$ cat src/rtl/rgge_rtl_types_pkg.sv
// Shared register-bus types: access direction, response status and the APB bridge state.
package rgge_rtl_types_pkg;

  typedef enum logic {
    RGGEN_READ  = 1'b0,
    RGGEN_WRITE = 1'b1
  } rggen_direction;

  typedef enum logic [1:0] {
    RGGEN_OKAY         = 2'd0,
    RGGEN_EXOKAY       = 2'd1,
    RGGEN_SLAVE_ERROR  = 2'd2,
    RGGEN_DECODE_ERROR = 2'd3
  } rggen_status;

  typedef enum logic [1:0] {
    IDLE    = 2'd0,
    BUSY    = 2'd1,
    RESPOND = 2'd2
  } rggen_bridge_state;

  // Wide enough for the largest legal timeout (1023 cycles).
  localparam int unsigned TIMER_WIDTH = 10;

endpackage

$ cat src/rtl/rggen_apb_bridge_timer.sv
// Saturating BUSY-cycle counter; o_expired rises in the TIMEOUT_CYCLES-th counted cycle.
module rggen_apb_bridge_timer
  import rgge_rtl_types_pkg::*;
#(
  parameter int unsigned TIMEOUT_CYCLES = 64
) (
  input  logic clk,
  input  logic rst,
  input  logic i_clear,
  input  logic i_count,
  output logic o_expired
);

  localparam logic [TIMER_WIDTH-1:0] LIMIT = TIMER_WIDTH'(TIMEOUT_CYCLES - 1);

  logic [TIMER_WIDTH-1:0] count;

  assign o_expired = (count >= LIMIT);

  // Holds at LIMIT once reached so it can never wrap.
  always_ff @(posedge clk) begin
    if (rst) begin
      count <= '0;
    end else if (i_clear) begin
      count <= '0;
    end else if (i_count && !o_expired) begin
      count <= count + 1'b1;
    end
  end

endmodule

$ cat src/rtl/rggen_apb_bridge.sv
// APB slave to rggen command/response bridge, one access outstanding.
// Define RGGEN_APB_BRIDGE_TIMEOUT_EN to abort BUSY after TIMEOUT_CYCLES with a slave error.
module rggen_apb_bridge
  import rgge_rtl_types_pkg::*;
#(
  parameter int unsigned ADDRESS_WIDTH  = 16,
  parameter int unsigned BUS_WIDTH      = 32,
  parameter int unsigned TIMEOUT_CYCLES = 64
) (
  input  logic                     clk,
  input  logic                     rst,
  input  logic                     i_psel,
  input  logic                     i_penable,
  input  logic [ADDRESS_WIDTH-1:0] i_paddr,
  input  logic                     i_pwrite,
  input  logic [BUS_WIDTH-1:0]     i_pwdata,
  input  logic [BUS_WIDTH/8-1:0]   i_pstrb,
  output logic                     o_pready,
  output logic [BUS_WIDTH-1:0]     o_prdata,
  output logic                     o_pslverr,
  output logic                     o_command_valid,
  output rggen_direction           o_command_direction,
  output logic [ADDRESS_WIDTH-1:0] o_command_address,
  output logic [BUS_WIDTH-1:0]     o_command_write_data,
  output logic [BUS_WIDTH/8-1:0]   o_command_strobe,
  input  logic                     i_response_valid,
  input  rggen_status              i_response_status,
  input  logic [BUS_WIDTH-1:0]     i_response_read_data
);

  rggen_bridge_state              state_q, state_d;
  logic [ADDRESS_WIDTH-1:0]       address_q;
  rggen_direction                 direction_q;
  logic [BUS_WIDTH-1:0]           write_data_q;
  logic [BUS_WIDTH/8-1:0]         strobe_q;
  rggen_status                    status_q;
  logic [BUS_WIDTH-1:0]           read_data_q;
  logic                           setup;
  logic                           busy;
  logic                           timeout;

  assign setup = (state_q == IDLE) && i_psel && !i_penable;
  assign busy  = (state_q == BUSY);

`ifdef RGGEN_APB_BRIDGE_TIMEOUT_EN
  rggen_apb_bridge_timer #(
    .TIMEOUT_CYCLES (TIMEOUT_CYCLES)
  ) u_timer (
    .clk       (clk),
    .rst       (rst),
    .i_clear   (setup),
    .i_count   (busy),
    .o_expired (timeout)
  );
`else
  assign timeout = 1'b0;
`endif

  always_comb begin
    state_d = state_q;
    unique case (state_q)
      IDLE:    if (setup) state_d = BUSY;
      BUSY:    if (i_response_valid || timeout) state_d = RESPOND;
      RESPOND: state_d = IDLE;
      default: state_d = IDLE;
    endcase
  end

  always_ff @(posedge clk) begin
    if (rst) begin
      state_q      <= IDLE;
      address_q    <= '0;
      direction_q  <= RGGEN_READ;
      write_data_q <= '0;
      strobe_q     <= '0;
      status_q     <= RGGEN_OKAY;
      read_data_q  <= '0;
    end else begin
      state_q <= state_d;
      if (setup) begin
        address_q    <= i_paddr;
        direction_q  <= i_pwrite ? RGGEN_WRITE : RGGEN_READ;
        write_data_q <= i_pwdata;
        strobe_q     <= i_pwrite ? i_pstrb : '1;
      end
      // A response in the expiring cycle takes priority over the timeout.
      if (busy && i_response_valid) begin
        status_q    <= i_response_status;
        read_data_q <= i_response_read_data;
      end else if (busy && timeout) begin
        status_q    <= RGGEN_SLAVE_ERROR;
        read_data_q <= '0;
      end
    end
  end

  assign o_command_valid      = busy;
  assign o_command_direction  = direction_q;
  assign o_command_address    = address_q;
  assign o_command_write_data = write_data_q;
  assign o_command_strobe     = strobe_q;

  assign o_pready  = (state_q == RESPOND);
  assign o_pslverr = o_pready && status_q[1];
  assign o_prdata  = (o_pready && (direction_q == RGGEN_READ) && !status_q[1]) ?
                     read_data_q : '0;

endmodule

$ cat config.mk
export PLATFORM = sky130hd
export DESIGN_NAME = rggen_apb_bridge
export DESIGN_NICKNAME = d
export VERILOG_FILES = /design/src/rtl/rgge_rtl_types_pkg.sv /design/src/rtl/rggen_apb_bridge_timer.sv /design/src/rtl/rggen_apb_bridge.sv
export SDC_FILE = /design/constraint.sdc
export NUM_CORES = 1
export LEC_CHECK = 0
export ABC_AREA = 0
export CAP_MARGIN = 30
export CORE_MARGIN = 2
export CORE_UTILIZATION = 35
export CTS_CLUSTER_DIAMETER = 100
export DETAILED_ROUTE_END_ITERATION = 16
export HOLD_SLACK_MARGIN = 0.06
export PLACE_DENSITY = 0.76
export REMOVE_ABC_BUFFERS = 1
export SYNTH_ARGS = -nofsm -noshare
export SYNTH_HDL_FRONTEND = slang
export SYNTH_HIERARCHICAL = 1
export SYNTH_SLANG_ARGS = --single-unit
$ cat constraint.sdc
create_clock -name clk -period 1.3 [get_ports clk]
set_input_delay 0.195 -clock clk [delete_from_list [all_inputs] [get_ports clk]]
set_output_delay 0.195 -clock clk [all_outputs]
set_load 0.01 [all_outputs]
=== After elaboration in Yosys (flattened, before gate mapping) ===
Cells that the tools add are included.
W data, S select, Z words.

* Bits in registers: 89
* Bits of input ports: 92
* Output and inout bits: 88
* Word-level logic and storage cells: 28

* Eq/ne operators: 4
* Multiplexer cells: 6
* Bitwise operators: 1
* Reduce and logical (&&, ||, !) cells: 10

{| class="wikitable"
|+ Operators with widths
! cell !! count
|-
| $mux W32 || 1
|-
| $logic_and A1 B1 Y1 || 6
|-
| $mux W2 || 2
|-
| $mux W4 || 1
|-
| $ne A2 B2 Y1 const B || 2
|-
| $pmux W2 S2 || 1
|-
| $eq A2 B1 Y1 const B || 1
|-
| $eq A2 B2 Y1 const B || 1
|-
| $logic_not A1 Y1 || 2
|-
| $logic_not A2 Y1 || 1
|-
| $reduce_and A2 Y1 || 1
|-
| $mux W1 || 1
|-
| $not A1 Y1 || 1
|}

=== Depth between registers and ports, before layout ===
* Word-level depth: 5
* Depth in mapped cells: 5
* Gate-level depth less buffers: 3

=== Least setup slack after synthesis ===
OpenSTA, ideal clock, no wires.

* Path type: reg-to-output
* Start: register state_q[0]
* End: output o_prdata[0]
* Arrival time: 1.257 ns
* Data required time: 1.105 ns
* Setup slack: -0.152 ns
* Stages on the path, launching flop included: 5
* Buffers on the path: 1
* Path through: dfxtp_1 -> and2b_1 -> nor3b_2 -> clkbuf_1 -> and2_1

* Cells in the longest elaborated chain, start to end: 4

{| class="wikitable"
|+ RTL lines
! what !! RTL line !! RTL
|-
| start, declared || rggen_apb_bridge.sv:31 || <nowiki>rggen_bridge_state state_q, state_d;</nowiki>
|-
| start signal, assigned || rggen_apb_bridge.sv:79 || <nowiki>state_q <= state_d;</nowiki>
|-
| $eq A2 B2 Y1 || rggen_apb_bridge.sv:103 || <nowiki>assign o_pready = (state_q == RESPOND);</nowiki>
|-
| net o_pready || rggen_apb_bridge.sv:18 || <nowiki>output logic o_pready,</nowiki>
|-
| $logic_and A1 B1 Y1 (2 in a row) || rggen_apb_bridge.sv:105 || <nowiki>assign o_prdata = (o_pready && (direction_q == RGGEN_READ) && !status_q[1]) ?</nowiki>
|-
| $mux W32 || rggen_apb_bridge.sv:105 ||
|-
| end, declared || rggen_apb_bridge.sv:19 || <nowiki>output logic [BUS_WIDTH-1:0] o_prdata,</nowiki>
|}

The timed path passes the listed nets, and every way through them passes these cells.

=== Worst setup path after layout ===
* Start: register state_q[0]
* End: output o_prdata[23]

* Cells in the longest elaborated chain, start to end: 4

{| class="wikitable"
|+ RTL lines
! what !! RTL line
|-
| $eq A2 B2 Y1 || rggen_apb_bridge.sv:103
|-
| $logic_and A1 B1 Y1 (2 in a row) || rggen_apb_bridge.sv:105
|-
| $mux W32 || rggen_apb_bridge.sv:105
|}

Every way passes these cells.

==> flow_summary.yaml <==
placement:
  globalplace.congestion: 0.805
  dp_hpwl_mm: 6.73
  place_area_um2: 5320
  portBuffers: 178
logic_synthesis:
  synth.avg_cell_area_um2: 8.06
  ys_warn_count: 6
  seq_area_frac_synth_pct: 52.1
  synth-main-ff-cell: "dfxtp_1"
  synth_common_cells: "155 x nand2_1, 88 x dfxtp_1, 82 x a21oi_1"
  synth_top_area_share_pct: 52.1
  synthCells: 420
  synth_edf_count: 0
  synthTopCellsByArea: "dfxtp_1 52%, nand2_1 17%, a21oi_1 12%, and2_1 6.1%, buf_6 3.7%"
  syn_area_um2: 3380
  ys_ff_latch: 88
  synthArstFlopShare_pct: 0
  yosys.area.top_type: "dfxtp_1"
  yosysMostFrequentCell: "nand2_1"
  yosysUniqueCellTypes: 21
grt:
  grt_pass1_wl_mm: 18.3
  grt_max_degree: 89
  gr-total-overflow: 0
  grt_pass1_vias: 3645
  antenna_found_initial: 0
  grt_usage_pct: 22.6
worst_setup_path:
  crit_arrival_ps: 1590
  cp-end-kind: "output pin"
  rrSetupSlack_ps: -380
  cp.required_ps: 1110
  crit_type: "flop to output pin"
  reg2reg_depth: 6
  worst_setup_path_start_kind: "flop"
  critPathMaxFanout: 16
timing:
  fin_skew_ps: 8.19
  layout_min_cycle_time_ps: 1790
  fin_crit_sh_pct: 137
  setup_ws_ps: -487
  holdWs_ps: 363
  fmax_mhz: 560
  fin_tns_setup_ps: -34810
  rsz0062_at_grt: "true"
  slew_viol_final: 0
  worst_pin_slew_ps: 551
  setup-violations-final: 122
  finalHoldViolations: 0
  max_slew_margin_pct: 63.3
routing:
  wire_per_inst_um: 16.8
  vias: 3680
  dr.pass1.iters: 4
  drc_errors: 0
  viasPerCell: 4.88
  routed_wl_mm: 12.7
  drt_iter0_markers: 93
  ant_nets: 0
clock_tree:
  postCtsHoldBufs: 0
  clockRootBuffer: "clkbuf_8"
  worst_skew_pair.late_latency_ps: 340
  cts_tree: "done"
  cts_htree_levels: 3
  cts_max_path_buffers: 2
  cts_made_buffers: 9
  clkSlewWorstSetupHoldPaths_ps: 100
  cts_num_sinks: 88
cells_and_area:
  final_util_pct: 68.9
  synthToLayoutAreaGrowth_pct: 90.0
  multi_input_area_um2: 2030
  nets: 712
  drive_above_1_share_pct: 35.5
  fill_cells: 728
  final_area_um2: 6430
  regArea_um2: 1770
  antennaDiodeCount: 0
pwr:
  ir_worst_vdd_mv: 0.598
  netSwitchingFraction_pct: 26.7
  seqPwrFrac_pct: 47.9
  p_leak_uw: 0.00287
  p_sw_uw: 1600
  p_per_area_nw_per_um2: 934
  p_clk_share_pct: 32.8
  p_comb_share_pct: 19.4
  p_int_uw: 4400
  power_uw: 6010
die:
  start_util_pct: 36.3
  ios: 180
  die-area_um2: 10500
  die_h_um: 102
  core_um2: 9330
  die_x_um: 102
  rows: 35
hold_path:
  hold_depth: 3
  hp-class: "input port to flop"
flow_run:
  max-cap-violations: 0
run_status:
  outcome: "finished with violations"
  violations: "negative setup slack"
[path summary, 6_finish.rpt]
check,start,to
min,rst,read_data_q[7]$_SDFFE_PP0P_
min reg2reg,o_command_address[4]$_SDFFE_PP0P_,o_command_address[4]$_SDFFE_PP0P_
max,state_q[0]$_SDFFE_PP0P_,o_prdata[23]
max reg2reg,state_q[0]$_SDFFE_PP0P_,o_command_address[14]$_SDFFE_PP0P_
[cell usage in the layout, fill, tap and decap left out]
cell / n
dfxtp_2: 3
clkbuf_16: 2
buf_12: 13
inv_6: 2
nand2_4: 45
nand2_2: 18
and2b_1: 2
bufinv_16: 1
buf_16: 7
a21oi_1: 35
buf_6: 16
nor3b_4: 2
nand2b_1: 1
dlygate4sd2_1: 50
dfxtp_1: 85
buf_4: 7
nand2_1: 101
nor2_1: 4
clkinv_2: 2
clkinvlp_4: 1
nor4b_4: 1
clkdlybuf4s50_1: 89
a21oi_2: 47
clkdlybuf4s15_1: 2
and2_1: 30
buf_8: 2
nor3b_2: 3
and3b_4: 1
nor3_1: 3
nor2_2: 1
nor3_2: 1
and2_4: 3
nand3b_1: 1
buf_2: 31
a21oi_4: 1
clkbuf_8: 10
or4b_4: 2
[critical path, stage by stage (launching register included)]
cell,delay (ps)
dfxtp_2,330
and2b_1,200
nor3b_4,230
buf_6,200
and2_1,160
buf_2,130
[cell families (layout without fill, tap and decap cells)]
group,Yosys count,count (layout),synth area share [%]
and+or+nand+nor,218,219,29.5
buffers and inverters,31,235,5.99
DFF,88,88,52.1
AOI/OAI and AO/OA,83,83,12.4
[stage by stage]
stage	setup slack [ps]	std cells
after global routing	-601	754
after floorplan	-750	389
after detailed placement	-642	711
after global placement	-627	711
after CTS	-544	758
final	-487	754
[registers in the layout, summed over array words and instances (netlist names)]
register and flops:
o_command_write_data 32, o_command_address 16, o_command_direction 1, o_command_strobe 4, read_data_q 32, status_q 1, state_q 2
[power groups by stage]
stage          Sequential (uW)  Combinational (uW)  Clock, uW
2_1_floorplan             2960                 200          0
6_report                  2870                1160       1970
4_1_cts                   2870                1090       2010
5_1_grt                   2890                1230       2150
3_3_place_gp              2920                 834          0
3_5_place_dp              2920                 841          0
[metal layers]
metal | routed length (um) | share of wire [%] | up-vias | track usage, %
li1 | - | - | 1745 | -
met1 | 4930 | 39 | 1767 | 24.6
met2 | 6540 | 52 | 158 | 41.1
met3 | 1070 | 8.4 | 10 | 7.59
met4 | 141 | 1.1 | 0 | 7.69
met5 | 0 | 0 | - | 0
[timing repair]
action	4_1_cts	5_1_grt
setup endpoints to repair	163	125
pin swaps	42	45
cloned	13	3
resized for setup	316	92
setup buffers	19	4
[final cells by class]
cell class	instances	area share (%)
Tap cell	129	2.51
Timing Repair Buffer	219	35.3
Sequential cell	88	27.5
Multi-Input combinational cell	302	31.6
Clock buffer	10	2.14
Clock inverter	6	1.01
(Power assumes the default switching activity.)
